File: src/rtl/reg_sys_ctrl_pkg.sv
// Shared constants, state encoding and address helpers for the register-file command sequencer.
package reg_sys_ctrl_pkg;

  localparam int unsigned DATA_W    = 8;
  localparam int unsigned ADDR_W    = 4;
  localparam int unsigned CNT_W     = 4;
  localparam int unsigned NUM_REGS  = 8;
  localparam int unsigned BURST_MAX = 8;

  localparam logic [DATA_W-1:0] CMD_WR   = 8'hAA;
  localparam logic [DATA_W-1:0] CMD_RD   = 8'hBB;
  localparam logic [DATA_W-1:0] CMD_BRD  = 8'hCC;
  localparam logic [DATA_W-1:0] ERR_BYTE = 8'hEE;

  typedef enum logic [2:0] {
    ST_IDLE     = 3'd0,
    ST_GET_ADDR = 3'd1,
    ST_GET_DATA = 3'd2,
    ST_GET_CNT  = 3'd3,
    ST_WR       = 3'd4,
    ST_RD_REQ   = 3'd5,
    ST_RD_WAIT  = 3'd6,
    ST_SEND     = 3'd7
  } state_e;

  typedef enum logic [1:0] {
    OP_WR  = 2'd0,
    OP_RD  = 2'd1,
    OP_BRD = 2'd2
  } op_e;

  // Address is implemented in the register file.
  function automatic logic addr_ok(input logic [ADDR_W-1:0] a);
    return (32'(a) < NUM_REGS);
  endfunction

  // Next burst address, wrapping within the implemented register range.
  function automatic logic [ADDR_W-1:0] addr_inc(input logic [ADDR_W-1:0] a);
    return ADDR_W'((32'(a) + 32'd1) % NUM_REGS);
  endfunction

endpackage

File: src/rtl/reg_sys_ctrl.sv
// Byte-frame command sequencer: decodes UART RX frames into register-file
// write/read strobes and forwards read results to the UART TX FIFO.
module reg_sys_ctrl
  import reg_sys_ctrl_pkg::*;
(
  input  logic              clk,
  input  logic              RST,
  input  logic [DATA_W-1:0] RX_P_DATA,
  input  logic              RX_D_VLD,
  output logic              WrEN,
  output logic              RdEN,
  output logic [ADDR_W-1:0] Address,
  output logic [DATA_W-1:0] WrData,
  input  logic [DATA_W-1:0] RdData,
  input  logic              RdData_VLD,
  output logic [DATA_W-1:0] TX_P_DATA,
  output logic              TX_D_VLD,
  input  logic              FIFO_FULL,
  output logic              BUSY,
  output logic              CMD_ERR
);

  state_e              state_q, state_d;
  op_e                 op_q, op_d;
  logic [ADDR_W-1:0]   addr_q, addr_d;
  logic [DATA_W-1:0]   data_q, data_d;
  logic [CNT_W-1:0]    cnt_q, cnt_d;
  logic [DATA_W-1:0]   tx_q, tx_d;
  logic                wren_q, wren_d;
  logic                rden_q, rden_d;
  logic                busy_q, busy_d;
  logic                err_q, err_d;
  logic                tx_vld_c;

  // Next-state, datapath and registered-strobe decode.
  always_comb begin
    state_d  = state_q;
    op_d     = op_q;
    addr_d   = addr_q;
    data_d   = data_q;
    cnt_d    = cnt_q;
    tx_d     = tx_q;
    err_d    = 1'b0;
    tx_vld_c = 1'b0;

    case (state_q)
      ST_IDLE: begin
        if (RX_D_VLD) begin
          case (RX_P_DATA)
            CMD_WR: begin
              op_d    = OP_WR;
              state_d = ST_GET_ADDR;
            end
            CMD_RD: begin
              op_d    = OP_RD;
              state_d = ST_GET_ADDR;
            end
            CMD_BRD: begin
              op_d    = OP_BRD;
              state_d = ST_GET_ADDR;
            end
            default: err_d = 1'b1;
          endcase
        end
      end

      ST_GET_ADDR: begin
        if (RX_D_VLD) begin
          addr_d = RX_P_DATA[ADDR_W-1:0];
          case (op_q)
            OP_WR:   state_d = ST_GET_DATA;
            OP_RD: begin
              cnt_d   = CNT_W'(1);
              state_d = ST_RD_REQ;
            end
            default: state_d = ST_GET_CNT;
          endcase
        end
      end

      ST_GET_DATA: begin
        if (RX_D_VLD) begin
          data_d  = RX_P_DATA;
          state_d = ST_WR;
        end
      end

      ST_GET_CNT: begin
        if (RX_D_VLD) begin
          cnt_d   = (RX_P_DATA[CNT_W-1:0] == '0) ? CNT_W'(BURST_MAX)
                                                 : RX_P_DATA[CNT_W-1:0];
          state_d = ST_RD_REQ;
        end
      end

      ST_WR: begin
        err_d   = RX_D_VLD;
        state_d = ST_IDLE;
      end

      ST_RD_REQ: begin
        err_d = RX_D_VLD;
        if (addr_ok(addr_q)) begin
          state_d = ST_RD_WAIT;
        end else begin
          tx_d    = ERR_BYTE;
          state_d = ST_SEND;
        end
      end

      ST_RD_WAIT: begin
        err_d = RX_D_VLD;
        if (RdData_VLD) begin
          tx_d    = RdData;
          state_d = ST_SEND;
        end
      end

      ST_SEND: begin
        err_d    = RX_D_VLD;
        tx_vld_c = !FIFO_FULL;
        if (!FIFO_FULL) begin
          cnt_d   = cnt_q - CNT_W'(1);
          addr_d  = addr_inc(addr_q);
          state_d = (cnt_q == CNT_W'(1)) ? ST_IDLE : ST_RD_REQ;
        end
      end

      default: state_d = ST_IDLE;
    endcase

    // Strobes are registered, so they are decided on entry to the strobing state.
    wren_d = (state_d == ST_WR) && addr_ok(addr_d);
    rden_d = (state_d == ST_RD_REQ) && addr_ok(addr_d);
    if ((state_d == ST_WR) && !addr_ok(addr_d)) begin
      err_d = 1'b1;
    end
    busy_d = (state_d != ST_IDLE);
  end

  // State and datapath registers.
  always_ff @(posedge clk or negedge RST) begin
    if (!RST) begin
      state_q <= ST_IDLE;
      op_q    <= OP_WR;
      addr_q  <= '0;
      data_q  <= '0;
      cnt_q   <= '0;
      tx_q    <= '0;
      wren_q  <= 1'b0;
      rden_q  <= 1'b0;
      busy_q  <= 1'b0;
      err_q   <= 1'b0;
    end else begin
      state_q <= state_d;
      op_q    <= op_d;
      addr_q  <= addr_d;
      data_q  <= data_d;
      cnt_q   <= cnt_d;
      tx_q    <= tx_d;
      wren_q  <= wren_d;
      rden_q  <= rden_d;
      busy_q  <= busy_d;
      err_q   <= err_d;
    end
  end

  assign WrEN      = wren_q;
  assign RdEN      = rden_q;
  assign Address   = addr_q;
  assign WrData    = data_q;
  assign TX_P_DATA = tx_q;
  assign TX_D_VLD  = tx_vld_c;
  assign BUSY      = busy_q;
  assign CMD_ERR   = err_q;

endmodule

File: config.mk
export PLATFORM = sky130hd
export DESIGN_NAME = reg_sys_ctrl
export DESIGN_NICKNAME = d
export VERILOG_FILES = /design/src/rtl/reg_sys_ctrl_pkg.sv /design/src/rtl/reg_sys_ctrl.sv
export SDC_FILE = /design/constraint.sdc
export NUM_CORES = 1
export LEC_CHECK = 0
export ABC_AREA = 1
export ABC_CLOCK_PERIOD_IN_PS = 1700
export CORE_MARGIN = 5
export CORE_UTILIZATION = 49
export DETAILED_ROUTE_END_ITERATION = 8
export GPL_TIMING_DRIVEN = 0
export PLACE_DENSITY_LB_ADDON = 0.05
export SLEW_MARGIN = 20
export SYNTH_ARGS = -nofsm -noshare
export SYNTH_HDL_FRONTEND = slang
export SYNTH_SLANG_ARGS = --single-unit
export TNS_END_PERCENT = 30
File: constraint.sdc
create_clock -name clk -period 1.7 [get_ports clk]
set_clock_uncertainty 0.2 [all_clocks]
set_input_delay 0.255 -clock clk [delete_from_list [all_inputs] [get_ports clk]]
set_output_delay 0.255 -clock clk [all_outputs]
set_load 0.01 [all_outputs]
# After elaboration in Yosys (flattened, before gate mapping)
# Cells that the tools add are included.
# word_totals
latchBits	0
mem_bits_rw	0
n_memories	0
output_inout_bits	25
in_bits	21
word_cells	81
rom_bits	0
register_bits	33
# op_classes
order_cmp	2
multipliers	0
div_mod_pow	0
bitwise_logic	0
n_reduce_logical	18
eq_ne	20
muxes	29
add_sub_neg	2
shift	0
# op_table
cell	count
$mux 4	7
$eq 8x8->1 const B	3
$mux 3	8
$pmux 3 s8	1
$eq 3x3->1 const B	6
$mux 8	2
$pmux 8 s2	1
$ne 2x2->1 const B	6
$pmux 4 s3	1
$reduce_bool 3->1	3
$lt 4x4->1 const B	2
$pmux 4 s2	1
$eq 3x2->1 const B	2
$pmux 2 s3	1
$pmux 3 s2	1
$reduce_and 3->1	2
$mux 1	5
$reduce_and 5->1	1
$eq 4x1->1 const B	1
$logic_not 4->1	1
$reduce_or 4->1	1
$sub 4x1->4 const B	1
$add 3x1->3 const B	1
$eq 3x1->1 const B	1
other kinds (9)	12

# Logic depth before layout (Yosys ltp)
# logic_depth
ltp_word	8
depth_mapped	11
depth_no_buf	11

# Worst setup path after synthesis
# Ideal clock, no wire load.
# synth_timing
path_type	reg-to-reg
from	reg cnt_q[1]
to	reg rden_q (netlist: RdEN)
path_stages_with_launch	12
path_buffers	0
required_time_ns	1.386
period_less_slack_ns	1.430
slack_ns	0.270
t_arrival_ns	1.116
setup_ns	0.114
cell_sequence	dfrtp_1 -> inv_1 -> ha_1 -> inv_1 -> nor2_1 -> nand2_1 -> nand2_1 -> nand3_1 -> nor2_1 -> nand2_1 -> inv_1 -> nor2_2
# synth_via
elab_chain_len	6
# synth_rtl
item	line_no	text
start: declaration	reg_sys_ctrl.sv:27	logic [CNT_W-1:0] cnt_q, cnt_d;
start signal: assignment	reg_sys_ctrl.sv:159	cnt_q <= cnt_d;
$eq 4x1->1	reg_sys_ctrl.sv:125	state_d = (cnt_q == CNT_W'(1)) ? ST_IDLE : ST_RD_REQ;
$mux 3	reg_sys_ctrl.sv:125	
$mux 3	reg_sys_ctrl.sv:122	if (!FIFO_FULL) begin
$pmux 3 s8	reg_sys_ctrl.sv:46	case (state_q)
named net state_d[0]	reg_sys_ctrl.sv:23	state_e state_q, state_d;
$eq 3x3->1	reg_sys_ctrl.sv:134	rden_d = (state_d == ST_RD_REQ) && addr_ok(addr_d);
$logic_and 1x1->1	reg_sys_ctrl.sv:134	
named net rden_d	reg_sys_ctrl.sv:30	logic rden_q, rden_d;
end signal: assignment	reg_sys_ctrl.sv:162	rden_q <= rden_d;
end: declaration	reg_sys_ctrl.sv:30	
# The timed path passes the listed nets, and every way through them passes these cells.
# A chain may end at the register's enable or synchronous reset.

# Final worst setup path
# layout_timing
from	reg data_q[0] (netlist: WrData[0])
to	out WrData[0]
# layout_rtl
item	line_no	text
start: declaration	reg_sys_ctrl.sv:26	logic [DATA_W-1:0] data_q, data_d;
start signal: assignment	reg_sys_ctrl.sv:158	data_q <= data_d;
end: declaration	reg_sys_ctrl.sv:13	output logic [DATA_W-1:0] WrData,
# No word-level cell between the ends.

==> out/metrics.csv <==
stage,metric,value,unit
grt,first-pass GRT wire length,7.45,mm
floorplan,IO Pins,46,
worst_setup_path,WP data arrival,1200,ps
timing,worst slew pin tran,433,ps
floorplan,area of the core,3610,um2
drt,wire per inst,12.6,um
clock_network,latest clock arrival within the worst-skew pair,280,ps
worst_setup_path,WS Path Type,reg -> out,
grt,Tot GR Track Use,0.188,
yosys,post-synthesis sequential area ratio,0.458,
power_and_ir_drop,Power Density,1050,nW/um2
finish,share of layout cells above drive strength 1,0.208,
outcome,outcome,finished clean,
timing,Final Cycle Share,0.975,
yosys,number of synthesized flops with an enable pin,0,
drt,number of nets with antenna violations after routing,0,
yosys,Yosys top cell by area,dfrtp_1,
finish,fin cells,341,
worst_setup_path,family with the most delay on the worst path,buffers and inverters,
clock_network,Root Buffer Master,clkbuf_8,
clock_network,CTS Buf Count,5,
worst_setup_path,CP max-delay cell,clkdlybuf4s50_1,
yosys,top cell type's share of synthesized area,0.458,
yosys,ys flop type,dfrtp_1,
worst_setup_path,worst r2r path cells,8,
place,Port Buffers,45,
grt,initial antenna violation count,0,
yosys,most common cell in the synthesized netlist,nand2_1,
worst_setup_path,Buf/Inv on CP,1,
timing,endpoints failing setup,0,
grt,largest net degree at the start of global routing,33,
timing,Final Max Slew Viols,0,
finish,fin nets,316,
yosys,syn avg cell area,7.98,um2
timing,minimum clock period,1660,ps
worst_setup_path,CP startpoint kind,flop,
clock_network,Clock Pin Slew Worst Setup and Hold Paths,70,ps
place,DP Cell Count,320,
power_and_ir_drop,VDD IR max,0.000722,V
clock_network,CTS tree,done,
timing,Fmax,0.603,GHz
worst_setup_path,reg-to-reg endpoint,Address[1],
worst_setup_path,"Cell Chain, Critical Path",clkdlybuf4s50_1,
worst_setup_path,crit path capture type,primary output,
place,detailed placement HPWL,3.09,mm
worst_setup_path,Crit path largest cell delay,540,ps
worst_setup_path,reg2reg start,state_q[0],
clock_network,H-tree Lvls,2,
floorplan,area of the die,4990,um2
worst_setup_path,r2r setup slk,80,ps
floorplan,DIE HEIGHT,70.7,um
timing,RSZ-0062 raised after global routing,yes,
grt,vias in the first global route,1711,
floorplan,row count,22,
power_and_ir_drop,Leakage Power,1.34,nW
timing,final count of hold timing violations,0,
grt,GRT overflow,0,
yosys,Async SR Flop Fraction,1.00,
worst_setup_path,Critical Path RT,1240,ps
yosys,"Distinct cells, synth",28,
drt,Post-Route WL,4.29,mm
yosys,synth top area cells,"dfrtp_1, nand2_1, inv_1",
drt,via count,1681,
drt,DRC violation count after routing,0,
min_path,worst min path class,in -> async,
timing,slew margin rel.,0.711,
yosys,Cells after Synth,226,
finish,Util after Layout,0.724,
worst_setup_path,CP max FO,2,
yosys,Yosys Warn Count,0,
finish,Layout area overhead,44.9,%
yosys,Post-synth top cells,"nand2_1, dfrtp_1, inv_1, o21ai_0, nor2_1",
drt,first-pass iteration count of the detailed router,4,
finish,Antenna diodes,0,
yosys,Synth Cell Area,1800,um2
drt,DR iter-0 viols,69,
floorplan,initial core utilization,0.500,
job,maxcap violations,0,
floorplan,Die X,70.7,um
clock_network,clk buf depth,2,
drt,vias per cell,4.93,
yosys,Post-Syn Nets,250,
clock_network,CTS sink count,33,
place,RePlAce Congestion,0.873,
yosys,Yosys reg bits,33,
## cell families (layout without fill, tap and decap cells)
logic type	Yosys count	in the layout	share of synthesized area
fa+ha+maj	3	3	0.0208
buf+inv	37	104	0.0937
compound gates	32	32	0.0978
xor+xnor	2	2	0.00972
simple gates	119	119	0.320
flops	33	33	0.458
## state kept, by name, summed over array words and instances (netlist names)
name and count:
WrData 8, op_q 2, cnt_q 4, Address 4, BUSY 1, TX_P_DATA 8
CMD_ERR 1, state_q 3, RdEN 1, WrEN 1
## through the flow
| step | hold WS (ps) | worst slack, ps | power [mW] | TNS, ps | area [um2] |
|---|---|---|---|---|---|
| 3_5_place_dp | -143 | -462 | 2.18 | -3230 | 2330 |
| 3_3_place_gp | 252 | -481 | 2.16 | -18740 | 2310 |
| 6_report | 97.6 | 42.9 | 2.75 | 0 | 2610 |
| 5_1_grt | 92.0 | 1.75 | 2.93 | 0 | 2610 |
| 4_1_cts | 91.9 | 5.26 | 2.75 | 0 | 2500 |
| 2_1_floorplan | -241 | 270 | 1.61 | 0 | 1800 |
## power breakdown
part / internal, mW / switching (mW)
combinational: 0.561 / 0.458
sequential: 1.02 / 0.150
clock: 0.290 / 0.263
## per-layer routing
metal  share of wire  vias to the layer above  global-route usage
met4           0.016                        0              0.0814
met1            0.44                      783               0.228
li1                -                      851                   -
met2            0.49                       42               0.312
met5               0                        -                   0
met3           0.056                        5              0.0568
## placed cells by master (no fill, tap or decap), types with 5 or more instances in the layout
cell and instances:
nor2_1 11, nand3_1 8, buf_6 5, clkbuf_8 5, dfrtp_1 32, nand3_2 7, inv_1 26, nand2_1 67
nand4_1 7, clkdlybuf4s50_1 38, nand2_2 7, buf_4 8, o21ai_0 19
## cell type report
type                            instances  area (um2)
Buffer                                  3        27.5
Clock buffer                            8        80.1
Fill cell                             288         993
Inverter                               33         141
Multi-Input combinational cell        156         867
Sequential cell                        33         827
Tap cell                               48        60.1
Timing Repair Buffer                   60         609
## what timing repair did
| action | CTS | global route |
|---|---|---|
| buffers inserted | 10 | 3 |
| hold buffers | 1 | 0 |
| resized for setup | 7 | 31 |
| pin swaps | 1 | 6 |
| hold endpoints to repair | 33 | 0 |
| setup endpoints to repair | 3 | 28 |
| gates cloned | 0 | 0 |
## how the worst max path moves through the flow
stage | from | to | cells after the start
after floorplan | cnt_q[1] | RdEN | 11
after global placement | RST | cnt_q[1] | 1
after detailed placement | FIFO_FULL | TX_D_VLD | 5
after CTS | state_q[2] | cnt_q[0] | 8
after global routing | WrData[0] | WrData[0] | 1
final | WrData[0] | WrData[0] | 1
(Power assumes the default switching activity.)
